==> src/rtl/cu_pkg.sv <==
// Shared control-unit definitions: ALU instruction classes, opcodes, mux selects, FSM states.
package cu_pkg;

    typedef enum logic [2:0] {
        CLS_RIALU  = 3'b000,
        CLS_I      = 3'b001,
        CLS_S      = 3'b010,
        CLS_B      = 3'b011,
        CLS_U      = 3'b100,
        CLS_U_LUI  = 3'b101,
        CLS_J_JALR = 3'b110,
        CLS_J_JAL  = 3'b111
    } alu_class_t;

    localparam logic [6:0] OP_LOAD   = 7'b0000011;
    localparam logic [6:0] OP_STORE  = 7'b0100011;
    localparam logic [6:0] OP_OP     = 7'b0110011;
    localparam logic [6:0] OP_IMM    = 7'b0010011;
    localparam logic [6:0] OP_BRANCH = 7'b1100011;
    localparam logic [6:0] OP_JAL    = 7'b1101111;
    localparam logic [6:0] OP_JALR   = 7'b1100111;
    localparam logic [6:0] OP_LUI    = 7'b0110111;
    localparam logic [6:0] OP_AUIPC  = 7'b0010111;

    localparam logic [1:0] SRCA_PC    = 2'b00;
    localparam logic [1:0] SRCA_OLDPC = 2'b01;
    localparam logic [1:0] SRCA_RS1   = 2'b10;
    localparam logic [1:0] SRCA_ZERO  = 2'b11;

    localparam logic [1:0] SRCB_RS2  = 2'b00;
    localparam logic [1:0] SRCB_IMM  = 2'b01;
    localparam logic [1:0] SRCB_FOUR = 2'b10;

    localparam logic [1:0] RES_ALUOUT = 2'b00;
    localparam logic [1:0] RES_MEM    = 2'b01;
    localparam logic [1:0] RES_ALU    = 2'b10;
    localparam logic [1:0] RES_LINK   = 2'b11;

    localparam logic [3:0] ST_FETCH     = 4'd0;
    localparam logic [3:0] ST_DECODE    = 4'd1;
    localparam logic [3:0] ST_MEM_ADR   = 4'd2;
    localparam logic [3:0] ST_MEM_READ  = 4'd3;
    localparam logic [3:0] ST_MEM_WB    = 4'd4;
    localparam logic [3:0] ST_MEM_WRITE = 4'd5;
    localparam logic [3:0] ST_EXEC_R    = 4'd6;
    localparam logic [3:0] ST_EXEC_I    = 4'd7;
    localparam logic [3:0] ST_ALU_WB    = 4'd8;
    localparam logic [3:0] ST_BRANCH    = 4'd9;
    localparam logic [3:0] ST_JAL       = 4'd10;
    localparam logic [3:0] ST_JALR      = 4'd11;
    localparam logic [3:0] ST_JALR_WB   = 4'd12;
    localparam logic [3:0] ST_LUI       = 4'd13;
    localparam logic [3:0] ST_AUIPC     = 4'd14;
    localparam logic [3:0] ST_TRAP      = 4'd15;

endpackage

==> src/rtl/branch_eval.sv <==
// Branch condition from funct3 and ALU compare flags; purely combinational.
// legal drops for the two reserved funct3 encodings so DECODE can trap them.
module branch_eval (
    input  logic [2:0] funct3,
    input  logic       zero,
    input  logic       lt,
    input  logic       ltu,
    output logic       taken,
    output logic       legal
);

    always_comb begin
        taken = 1'b0;
        legal = 1'b1;
        case (funct3)
            3'b000:  taken = zero;
            3'b001:  taken = ~zero;
            3'b100:  taken = lt;
            3'b101:  taken = ~lt;
            3'b110:  taken = ltu;
            3'b111:  taken = ~ltu;
            default: legal = 1'b0;
        endcase
    end

endmodule

==> src/rtl/multicycle_controller.sv <==
// Multi-cycle RV32I control FSM: Moore-decoded datapath controls, memory strobes gated by mem_ready.
// Outputs are forced low combinationally while rst is high, including an in-flight mem_req.
module multicycle_controller
    import cu_pkg::*;
#(
    parameter int unsigned ALUOP_WIDTH = 3,
    parameter int unsigned OP_WIDTH    = 7,
    parameter int unsigned F3_WIDTH    = 3,
    parameter int unsigned CNT_WIDTH   = 32
) (
    input  logic                   clk,
    input  logic                   rst,
    input  logic [OP_WIDTH-1:0]    op,
    input  logic [F3_WIDTH-1:0]    funct3,
    input  logic                   zero,
    input  logic                   lt,
    input  logic                   ltu,
    input  logic                   mem_ready,
    output logic                   mem_req,
    output logic                   mem_write,
    output logic                   adr_src,
    output logic                   ir_write,
    output logic                   pc_write,
    output logic                   reg_write,
    output logic [1:0]             alu_src_a,
    output logic [1:0]             alu_src_b,
    output logic [1:0]             result_src,
    output logic [ALUOP_WIDTH-1:0] alu_op,
    output logic                   instr_done,
    output logic                   illegal,
    output logic [CNT_WIDTH-1:0]   instret
);

    logic [3:0] state, state_nxt;
    logic       br_taken, br_legal;

    logic       mem_req_c, mem_write_c, adr_src_c, ir_write_c, pc_write_c, reg_write_c;
    logic [1:0] alu_src_a_c, alu_src_b_c, result_src_c;
    alu_class_t alu_op_c;
    logic       done_c, illegal_c;

    branch_eval u_branch_eval (
        .funct3 (funct3),
        .zero   (zero),
        .lt     (lt),
        .ltu    (ltu),
        .taken  (br_taken),
        .legal  (br_legal)
    );

    always_comb begin
        state_nxt    = state;
        mem_req_c    = 1'b0;
        mem_write_c  = 1'b0;
        adr_src_c    = 1'b0;
        ir_write_c   = 1'b0;
        pc_write_c   = 1'b0;
        reg_write_c  = 1'b0;
        alu_src_a_c  = SRCA_PC;
        alu_src_b_c  = SRCB_RS2;
        result_src_c = RES_ALUOUT;
        alu_op_c     = CLS_RIALU;
        done_c       = 1'b0;
        illegal_c    = 1'b0;
        case (state)
            ST_FETCH: begin
                mem_req_c    = 1'b1;
                alu_src_b_c  = SRCB_FOUR;
                result_src_c = RES_ALU;
                ir_write_c   = mem_ready;
                pc_write_c   = mem_ready;
                if (mem_ready) state_nxt = ST_DECODE;
            end
            ST_DECODE: begin
                case (op)
                    OP_LOAD, OP_STORE: state_nxt = ST_MEM_ADR;
                    OP_OP:             state_nxt = ST_EXEC_R;
                    OP_IMM:            state_nxt = ST_EXEC_I;
                    OP_BRANCH:         state_nxt = br_legal ? ST_BRANCH : ST_TRAP;
                    OP_JAL:            state_nxt = ST_JAL;
                    OP_JALR:           state_nxt = ST_JALR;
                    OP_LUI:            state_nxt = ST_LUI;
                    OP_AUIPC:          state_nxt = ST_AUIPC;
                    default:           state_nxt = ST_TRAP;
                endcase
            end
            ST_MEM_ADR: begin
                alu_src_a_c = SRCA_RS1;
                alu_src_b_c = SRCB_IMM;
                alu_op_c    = (op == OP_STORE) ? CLS_S : CLS_I;
                state_nxt   = (op == OP_STORE) ? ST_MEM_WRITE : ST_MEM_READ;
            end
            ST_MEM_READ: begin
                mem_req_c = 1'b1;
                adr_src_c = 1'b1;
                if (mem_ready) state_nxt = ST_MEM_WB;
            end
            ST_MEM_WB: begin
                result_src_c = RES_MEM;
                reg_write_c  = 1'b1;
                done_c       = 1'b1;
            end
            ST_MEM_WRITE: begin
                mem_req_c   = 1'b1;
                mem_write_c = 1'b1;
                adr_src_c   = 1'b1;
                done_c      = mem_ready;
            end
            ST_EXEC_R: begin
                alu_src_a_c = SRCA_RS1;
                state_nxt   = ST_ALU_WB;
            end
            ST_EXEC_I: begin
                alu_src_a_c = SRCA_RS1;
                alu_src_b_c = SRCB_IMM;
                state_nxt   = ST_ALU_WB;
            end
            ST_ALU_WB: begin
                reg_write_c = 1'b1;
                done_c      = 1'b1;
            end
            ST_BRANCH: begin
                alu_src_a_c = SRCA_RS1;
                alu_op_c    = CLS_B;
                pc_write_c  = br_taken;
                done_c      = 1'b1;
            end
            ST_JAL: begin
                alu_src_a_c = SRCA_OLDPC;
                alu_src_b_c = SRCB_IMM;
                alu_op_c    = CLS_J_JAL;
                state_nxt   = ST_JALR_WB;
            end
            ST_JALR: begin
                alu_src_a_c = SRCA_RS1;
                alu_src_b_c = SRCB_IMM;
                alu_op_c    = CLS_J_JALR;
                state_nxt   = ST_JALR_WB;
            end
            // Target already sits in ALUOut; rd gets oldPC+4 through the link path.
            ST_JALR_WB: begin
                pc_write_c   = 1'b1;
                reg_write_c  = 1'b1;
                result_src_c = RES_LINK;
                done_c       = 1'b1;
            end
            ST_LUI: begin
                alu_src_a_c = SRCA_ZERO;
                alu_src_b_c = SRCB_IMM;
                alu_op_c    = CLS_U_LUI;
                state_nxt   = ST_ALU_WB;
            end
            ST_AUIPC: begin
                alu_src_a_c = SRCA_OLDPC;
                alu_src_b_c = SRCB_IMM;
                alu_op_c    = CLS_U;
                state_nxt   = ST_ALU_WB;
            end
            ST_TRAP: illegal_c = 1'b1;
            default: state_nxt = ST_FETCH;
        endcase
        if (done_c) state_nxt = ST_FETCH;
    end

    always_ff @(posedge clk or posedge rst) begin
        if (rst) begin
            state   <= ST_FETCH;
            instret <= '0;
        end else begin
            state <= state_nxt;
            if (done_c) instret <= instret + CNT_WIDTH'(1);
        end
    end

    assign mem_req    = mem_req_c   & ~rst;
    assign mem_write  = mem_write_c & ~rst;
    assign adr_src    = adr_src_c   & ~rst;
    assign ir_write   = ir_write_c  & ~rst;
    assign pc_write   = pc_write_c  & ~rst;
    assign reg_write  = reg_write_c & ~rst;
    assign alu_src_a  = rst ? 2'b00 : alu_src_a_c;
    assign alu_src_b  = rst ? 2'b00 : alu_src_b_c;
    assign result_src = rst ? 2'b00 : result_src_c;
    assign alu_op     = rst ? '0 : ALUOP_WIDTH'(alu_op_c);
    assign instr_done = done_c    & ~rst;
    assign illegal    = illegal_c & ~rst;

endmodule
==> config.mk <==
export PLATFORM = sky130hd
export DESIGN_NAME = multicycle_controller
export DESIGN_NICKNAME = d
export VERILOG_FILES = /design/src/rtl/cu_pkg.sv /design/src/rtl/branch_eval.sv /design/src/rtl/multicycle_controller.sv
export SDC_FILE = /design/constraint.sdc
export NUM_CORES = 1
export LEC_CHECK = 0
export CAP_MARGIN = 20
export CORE_AREA = 2 2 75 70
export DETAILED_ROUTE_END_ITERATION = 7
export DIE_AREA = 0 0 77 72
export PLACE_DENSITY_LB_ADDON = 0.3
export SLEW_MARGIN = 20
export SYNTH_ARGS = -nofsm -noshare
export SYNTH_HDL_FRONTEND = slang
export SYNTH_SLANG_ARGS = --single-unit
export TNS_END_PERCENT = 100
==> constraint.sdc <==
create_clock -name clk -period 4.65 [get_ports clk]
set_clock_uncertainty 0.15 [all_clocks]
set_input_delay 1.1625 -clock clk [delete_from_list [all_inputs] [get_ports clk]]
set_output_delay 1.1625 -clock clk [all_outputs]
set_load 0.005 [all_outputs]
# Yosys cells after proc, flatten, opt, wreduce, memory -nomap -nowiden
# Index checks and enable logic that the tools add are counted.
# op_classes
addsub	1
n_eq_ne	31
mux	26
bitwise	12
n_reduce_logical	15
# op_table
op	count
$add 32x1->32 const B	1
$eq 4x4->1 const B	8
$pmux 4 s8	1
$pmux 4 s6	1
$eq 7x6->1 const B	3
$eq 7x7->1 const B	3
$pmux 3 s6	1
$eq 4x3->1 const B	4
$eq 7x5->1 const B	2
$eq 3x3->1 const B	4
$mux 4	3
$pmux 2 s3	2
$reduce_or 6->1	2
$mux 3	3
$and 1x1->1	8
$eq 4x2->1 const B	2
$mux 2	4
$reduce_or 2->1	4
$reduce_or 4->1	2
$eq 7x2->1 const B	1
$mux 1	7
$reduce_bool 7->1	1
$ne 3x3->1 const B	2
$pmux 1 s6	1
11 further kinds	15
# word_totals
reg_bits	36
in_bits	16
output_inout_bits	49
word_cells	87

# Logic depth before layout (Yosys ltp)
# Gate-level depths: netlist (run 1).
# depth
ltp_word	7
depth_mapped	7

# Cells and area by module
# A second synthesis (run 1) with hierarchy kept.
# unflattened
hier_cells	239
area_unflattened_um2	2228.4
# by_module_without_submodules
module	instances	cells_each	area_each_um2	seq_area_each_um2
multicycle_controller	1	232	2175.8	900.9
branch_eval	1	7	52.6	0.0

# Least setup slack after synthesis (run 1)
# Ideal clock, no wire load.
# synth_path
path_type	input to output
start	input port rst
end	output port mem_req
t_arrival_ps	2747
path_slack_ps	590
cell_stages	5
n_path_buf	1
cell_sequence	clkbuf_1 -> inv_1 -> nand2_1 -> nor3_1 -> or2_2
# synth_between
elab_chain_cells	2
# synth_rtl
element	line_no	rtl
start: declaration	multicycle_controller.sv:12	input logic rst,
$not 1->1	multicycle_controller.sv:175	assign mem_req = mem_req_c & ~rst;
$and 1x1->1	multicycle_controller.sv:175	
end: declaration	multicycle_controller.sv:19	output logic mem_req,
# Every way passes these cells.

# Worst setup path in the final report (run 1)
# layout_path
start	input port op[2]
end	output port alu_op[1]
# layout_between
elab_chain_cells	4
# layout_rtl
element	line_no	rtl
start: declaration	multicycle_controller.sv:13	input logic [OP_WIDTH-1:0] op,
$eq 7x6->1	multicycle_controller.sv:90	alu_op_c = (op == OP_STORE) ? CLS_S : CLS_I;
$mux 2	multicycle_controller.sv:90	
$pmux 3 s6	multicycle_controller.sv:65	case (state)
$mux 3	multicycle_controller.sv:184	assign alu_op = rst ? '0 : ALUOP_WIDTH'(alu_op_c);
end: declaration	multicycle_controller.sv:28	output logic [ALUOP_WIDTH-1:0] alu_op,
# Every way passes these cells.

==> results of run 1 <==
[worst reg2reg max path, cell delays in order, from the launching register on]
cell      delay [ps]
dfrtp_1          780
nor2_1           260
a311oi_4         560
nand4_4          280
nor3_1           320
xor2_1           190
[cells in the mapped netlist (6+ instances only)]
library cell and n:
xor2_1 16, nand2_1 26, xnor2_1 19, nand3_1 14, dfrtp_1 36, clkbuf_1 6
inv_1 6, nand4_1 9, nor2_1 34, o21ai_0 11, a21oi_1 6, nor3_1 12
[where the power goes]
part	internal (mW)	total, mW	switching [mW]
combinational	0.243	0.446	0.202
clock	0.102	0.208	0.107
sequential	0.351	0.472	0.121
total	0.696	1.13	0.430
[through the flow]
step | util (%) | total power, mW
after floorplan | - | 0.736
after global placement | 59.7 | 0.914
after detailed placement | 59.7 | 0.920
after CTS | 61.4 | 1.13
after global routing | 61.4 | 1.21
final | 61.4 | 1.13
[layer usage]
metal / vias to the layer above / part of all wire, % / track usage (%)
met2: 78 / 46 / 31.8
met3: 10 / 6.4 / 4.73
met4: 0 / 1.4 / 6.94
met5: - / 0 / 0
met1: 938 / 46 / 26.7
li1: 970 / - / -
[flip-flops by register name, indices dropped and copies added (netlist names)]
signal and count:
state 4, instret 32
[kinds of logic after synthesis]
group | Yosys count | synth area share [%]
xor gates and xnor gates | 35 | 14.3
adders and majority gates | 1 | 0.584
AOI/OAI and AO/OA | 34 | 11.3
muxes | 1 | 0.467
buffers and inverters | 16 | 3.21
and+or+nand+nor | 119 | 28.1
DFF | 36 | 42.0
[area by class of cell]
type / count / area share [%]
multi-input combinational: 190 / 40.3
sequential: 36 / 30.9
timing repair buffer: 66 / 22.5
tap: 65 / 2.79
clock buffer: 6 / 2.49
inverter: 6 / 0.774
clock inverter: 1 / 0.172
[worst max path at each step]
stage	startpoint	end	slack (ps)	cells past startpoint
finish	op[2]	alu_op[1]	170	6
global route	op[2]	alu_op[1]	50	6
CTS	op[2]	alu_op[1]	200	6
detailed placement	op[2]	alu_op[1]	230	6
global placement	op[2]	alu_op[1]	270	6
floorplan	rst	mem_req	590	5
==> results by group, run 1 <==
Status
  • Status: finished, final reports clean

STA
  • Setup WS post-layout: 169 ps
  • WHS: 320 ps
  • Final setup fails: 0
  • RSZ-0062 raised after global routing: no
  • Final Slew Violations: 0
  • Fmax: 223 MHz
  • Final hold vios: 0
  • Final TNS setup: 0 ps
  • Period utilisation layout: 96.4%
  • Worst-Margin Slew: 802 ps
  • Minimum clock period: 4480 ps
  • Slew headroom: 46.6%

Finish
  • N_diodes: 0
  • Final Cell Area: 0.00291 mm²
  • Synthesis-to-layout area growth: 35.8%
  • Multi-input logic area: 0.00117 mm²
  • Fraction of layout cells with a size suffix above 1: 4.92%
  • Filler cells: 450
  • Commonest cells after routing, fill and taps aside: 64 x clkdlybuf4s50_1, 36 x dfrtp_1, 34 x nor2_1, 26 x nand2_1, 19 x xnor2_1
  • Commonest non-fill, non-tap cell in the layout: clkdlybuf4s50_1
  • Nets: 322
  • FF/Latch Area: 901 µm²
  • Final Non-Filler Cells: 370

Logic synthesis
  • Post-synth ARST share: 100%
  • Mean Syn Cell Area: 8.86 µm²
  • Synth Flop Type: dfrtp_1
  • Synthesized flop and latch total: 36
  • Sequential area share after synthesis: 42.0%
  • Synth Instances: 242
  • Mapped cell area: 0.00214 mm²
  • Synth warn: 0
  • Synth area leaders: dfrtp_1 42%, xnor2_1 7.8%, xor2_1 6.5%
  • Post-synth top area cell: dfrtp_1
  • Netlist cell types: 43
  • Share of the synthesized area in the top cell type: 42.0%
  • Syn Nets: 259
  • EDFF count, synth: 0

Floorplanning
  • Starting Density: 45.2%
  • Core ar.: 0.00474 mm²
  • DIE AREA: 0.00554 mm²
  • Die Height: 72 µm
  • Die width: 77 µm
  • I/O pins: 65
  • Row Count: 24

Worst setup path
  • Critical path required time: 3340 ps
  • Worst reg-to-reg setup slack: 2030 ps
  • Crit. End Element: output port
  • Slowest cell delay on critical path: 510 ps
  • Critical Path AT: 3170 ps
  • Critical-path top delay cell: clkdlybuf4s50_1
  • CP Cell Sequence: clkdlybuf4s50_1 -> nor4_1 -> nand2_1 -> nor2_1 -> o221a_2 -> clkdlybuf4s50_1
  • R2R cell count: 5
  • Reg-to-Reg Start: state[2]
  • Reg-to-Reg End: instret[27]
  • Critical path's most frequent cell: clkdlybuf4s50_1
  • Crit-path max FO: 7
  • CP Class: in2out
  • Buffers & Inverters on Critical Path: 2
  • Crit start category: input port
  • CP delay by family, top: buffers and inverters

Clocking
  • H-tree Lvls: 2
  • CTS tree: built
  • Post-CTS Setup Bufs: 0
  • Hold_buf cts: 0
  • CTS Buffer Depth: 2
  • Worst-Skew Late Latency: 290 ps
  • CTS resizes: 0
  • Clock Pin Slew Worst Setup and Hold Paths: 70 ps
  • Clk sinks: 36
  • Root Driver: clkbuf_8
  • Num CTS Buffers: 5

Routing
  • DRT iter0 DRCs: 107
  • First drt pass iteration count: 4
  • Antenna viol nets, final: 0
  • DRC Markers: 0
  • Vias per cell: 5.39
  • Vias: 1996
  • Total Wirelength: 5120 µm
  • Drt wl/cell: 13.8 µm

Global routing
  • Antenna violations before repair: 0
  • Grt ovf: 0
  • Largest net degree at the start of global routing: 38
  • Number of global-route vias before repair: 1973
  • Global-route wire length before repair: 8880 µm
  • Global-route usage over all layers: 19.8%

Power and ir drop
  • Leak: 1.21 nW
  • Worst vdd ir: 0.000216 V
  • Pwr/cell area: 387 mW/mm²

Min path
  • WHS Path Cells: 1
  • Hold Path Class: reg2reg
  • HP Start: instret[31]
  • WHS Endpoint: instret[31]

Place
  • Area after DPL: 0.00283 mm²
  • Port Buffers: 64
  • DPL Wire Length: 3760 µm
  • # placed instances: 363
  • Final Wtd Congestion: 0.818
  • Setup WS pre-CTS: 226 ps

Flow run
  • Number of max-cap violations: 0
(Power assumes the default switching activity.)
==> run 2, diff against run 1 <==
--- a/config.mk
+++ b/config.mk
@@ -6,9 +6,9 @@
 export NUM_CORES = 1
 export LEC_CHECK = 0
 export CAP_MARGIN = 20
-export CORE_AREA = 2 2 75 70
+export CORE_AREA = 2 2 72 67
 export DETAILED_ROUTE_END_ITERATION = 7
-export DIE_AREA = 0 0 77 72
+export DIE_AREA = 0 0 74 69
 export PLACE_DENSITY_LB_ADDON = 0.3
 export SLEW_MARGIN = 20
 export SYNTH_ARGS = -nofsm -noshare
==> results by group, run 2 (synthesis gave the netlist of run 1 again) <==
Status
  • Status: finished, final reports clean (unchanged)

Worst setup path
  • Crit. End Element: output port (unchanged)
  • Critical path required time: 3340 ps (about the same)
  • Worst reg-to-reg setup slack: 2040 ps (was 2030 ps)
  • CP Class: in2out (unchanged)
  • R2R cell count: 5 (unchanged)
  • CP delay by family, top: buffers and inverters (unchanged)
  • Crit-path max FO: 6 (was 7)
  • Buffers & Inverters on Critical Path: 2 (unchanged)
  • CP Cell Sequence: clkdlybuf4s50_1 -> nor4_2 -> nand2_1 -> nor2_1 -> o221a_2 -> clkdlybuf4s50_1 (was clkdlybuf4s50_1 -> nor4_1 -> nand2_1 -> nor2_1 -> o221a_2 -> clkdlybuf4s50_1)
  • Crit start category: input port (unchanged)
  • Critical path's most frequent cell: clkdlybuf4s50_1 (unchanged)
  • Reg-to-Reg Start: state[2] (unchanged)
  • Slowest cell delay on critical path: 510 ps (about the same)
  • Reg-to-Reg End: instret[29] (was instret[27])
  • Critical-path top delay cell: clkdlybuf4s50_1 (unchanged)
  • Critical Path AT: 3020 ps (was 3170 ps)

Clocking
  • Hold_buf cts: 0 (unchanged)
  • Clk sinks: 36 (unchanged)
  • H-tree Lvls: 2 (unchanged)
  • Num CTS Buffers: 5 (unchanged)
  • CTS Buffer Depth: 2 (unchanged)
  • Clock Pin Slew Worst Setup and Hold Paths: 80 ps (was 70 ps)
  • Post-CTS Setup Bufs: 0 (unchanged)
  • Worst-Skew Late Latency: 290 ps (about the same)
  • CTS tree: built (unchanged)
  • CTS resizes: 0 (unchanged)
  • Root Driver: clkbuf_8 (unchanged)

Floorplanning
  • Core ar.: 0.00435 mm² (was 0.00474 mm²)
  • Row Count: 23 (was 24)
  • Die Height: 69 µm (was 72 µm)
  • Starting Density: 49.3% (was 45.2%)
  • DIE AREA: 0.00511 mm² (was 0.00554 mm²)
  • I/O pins: 65 (unchanged)
  • Die width: 74 µm (was 77 µm)

Finish
  • Core Util, Final: 67.1% (was 61.4%)
  • N_diodes: 0 (unchanged)
  • Fraction of layout cells with a size suffix above 1: 5.57% (was 4.92%)
  • Nets: 321 (was 322)
  • Regs by FF count: instret x32, state x4 (unchanged)
  • Max reg flops: 32 (unchanged)
  • Filler cells: 356 (was 450)
  • Commonest cells after routing, fill and taps aside: 64 x clkdlybuf4s50_1, 36 x dfrtp_1, 34 x nor2_1, 26 x nand2_1, 19 x xnor2_1 (unchanged)
  • Largest Register: instret (unchanged)
  • Synthesis-to-layout area growth: 36.1% (was 35.8%)
  • Commonest non-fill, non-tap cell in the layout: clkdlybuf4s50_1 (unchanged)

STA
  • Fmax: 231 MHz (was 223 MHz)
  • Setup WS post-layout: 314 ps (was 169 ps)
  • Worst-Margin Slew: 802 ps (about the same)
  • RSZ-0062 raised after global routing: no (unchanged)
  • Final hold vios: 0 (unchanged)
  • Slew headroom: 46.5% (was 46.6%)
  • Final Slew Violations: 0 (unchanged)
  • WHS: 322 ps (was 320 ps)
  • Final TNS setup: 0 ps (unchanged)
  • Minimum clock period: 4340 ps (was 4480 ps)
  • Final setup fails: 0 (unchanged)
  • Period utilisation layout: 93.3% (was 96.4%)

Power and ir drop
  • Worst vdd ir: 0.000188 V (was 0.000216 V)
  • Switching power: 0.427 mW (was 0.430 mW)
  • Clock power share: 19.1% (was 18.5%)
  • Switching part of the total: 38.0% (was 38.2%)
  • Seq pwr share: 41.8% (was 41.9%)
  • Leak: 1.21 nW (about the same)
  • Pwr/cell area: 386 mW/mm² (was 387 mW/mm²)
  • Comb power frac: 39.1% (was 39.6%)
  • Int Power: 0.698 mW (was 0.696 mW)

Flow run
  • Number of max-cap violations: 0 (unchanged)

Global routing
  • Global-route wire length before repair: 8040 µm (was 8880 µm)
  • Largest net degree at the start of global routing: 37 (was 38)
  • Number of global-route vias before repair: 1797 (was 1973)
  • Antenna violations before repair: 0 (unchanged)
  • Grt ovf: 0 (unchanged)
  • Global-route usage over all layers: 19.8% (about the same)

Routing
  • Vias: 1964 (was 1996)
  • DRC Markers: 0 (unchanged)
  • Total Wirelength: 4810 µm (was 5120 µm)
  • Antenna viol nets, final: 0 (unchanged)
  • DRT iter0 DRCs: 57 (was 107)
  • Drt wl/cell: 13.1 µm (was 13.8 µm)
  • Vias per cell: 5.35 (was 5.39)
  • First drt pass iteration count: 4 (unchanged)

Place
  • Final Wtd Congestion: 0.845 (was 0.818)
  • DPL Wire Length: 3490 µm (was 3760 µm)
  • Port Buffers: 64 (unchanged)
  • Setup WS pre-CTS: 213 ps (was 226 ps)

Min path
  • WHS Endpoint: instret[31] (unchanged)
  • WHS Path Cells: 1 (unchanged)
  • Hold Path Class: reg2reg (unchanged)
  • HP Start: instret[31] (unchanged)
==> run 2: power by group through the flow <==
stage | Clock, mW | Sequential, mW | Combinational (mW)
after floorplan | 0 | 0.396 | 0.340
after global placement | 0 | 0.471 | 0.440
after detailed placement | 0 | 0.474 | 0.442
after CTS | 0.220 | 0.468 | 0.444
after global routing | 0.234 | 0.482 | 0.486
final | 0.215 | 0.471 | 0.440
==> run 2: stage by stage <==
| stage | instances | cell area (µm²) | total power, mW |
|---|---|---|---|
| after floorplan | 242 | 2140 | 0.736 |
| after global placement | 359 | 2820 | 0.911 |
| after detailed placement | 359 | 2820 | 0.916 |
| after CTS | 367 | 2910 | 1.13 |
| after global routing | 367 | 2920 | 1.20 |
| final | 367 | 2920 | 1.12 |
==> run 2: how the worst max path moves through the flow <==
stage	slack, ps	from	cells after the start	endpoint
floorplan	590	rst	5	mem_req
global route	140	op[3]	6	alu_op[1]
detailed placement	210	op[3]	6	alu_op[1]
CTS	200	op[3]	6	alu_op[1]
global placement	270	op[3]	6	alu_op[1]
finish	310	op[3]	6	alu_op[1]
==> run 2: layout make-up <==
cell class | instances | area, µm² | area share, %
clock buffers | 5 | 68.8 | 2.36
clock inverters | 3 | 18.8 | 0.644
inverters | 6 | 22.5 | 0.772
multi-input cells | 190 | 1180 | 40.5
flip-flops and latches | 36 | 901 | 30.9
well taps | 62 | 77.6 | 2.66
repair buffers | 65 | 648 | 22.2
==> run 2: layer usage <==
metal	GRT usage (%)	routed length (µm)
met3	4.39	207
met1	28.1	2260
met5	0	0
met2	29.9	2300
met4	6.46	44
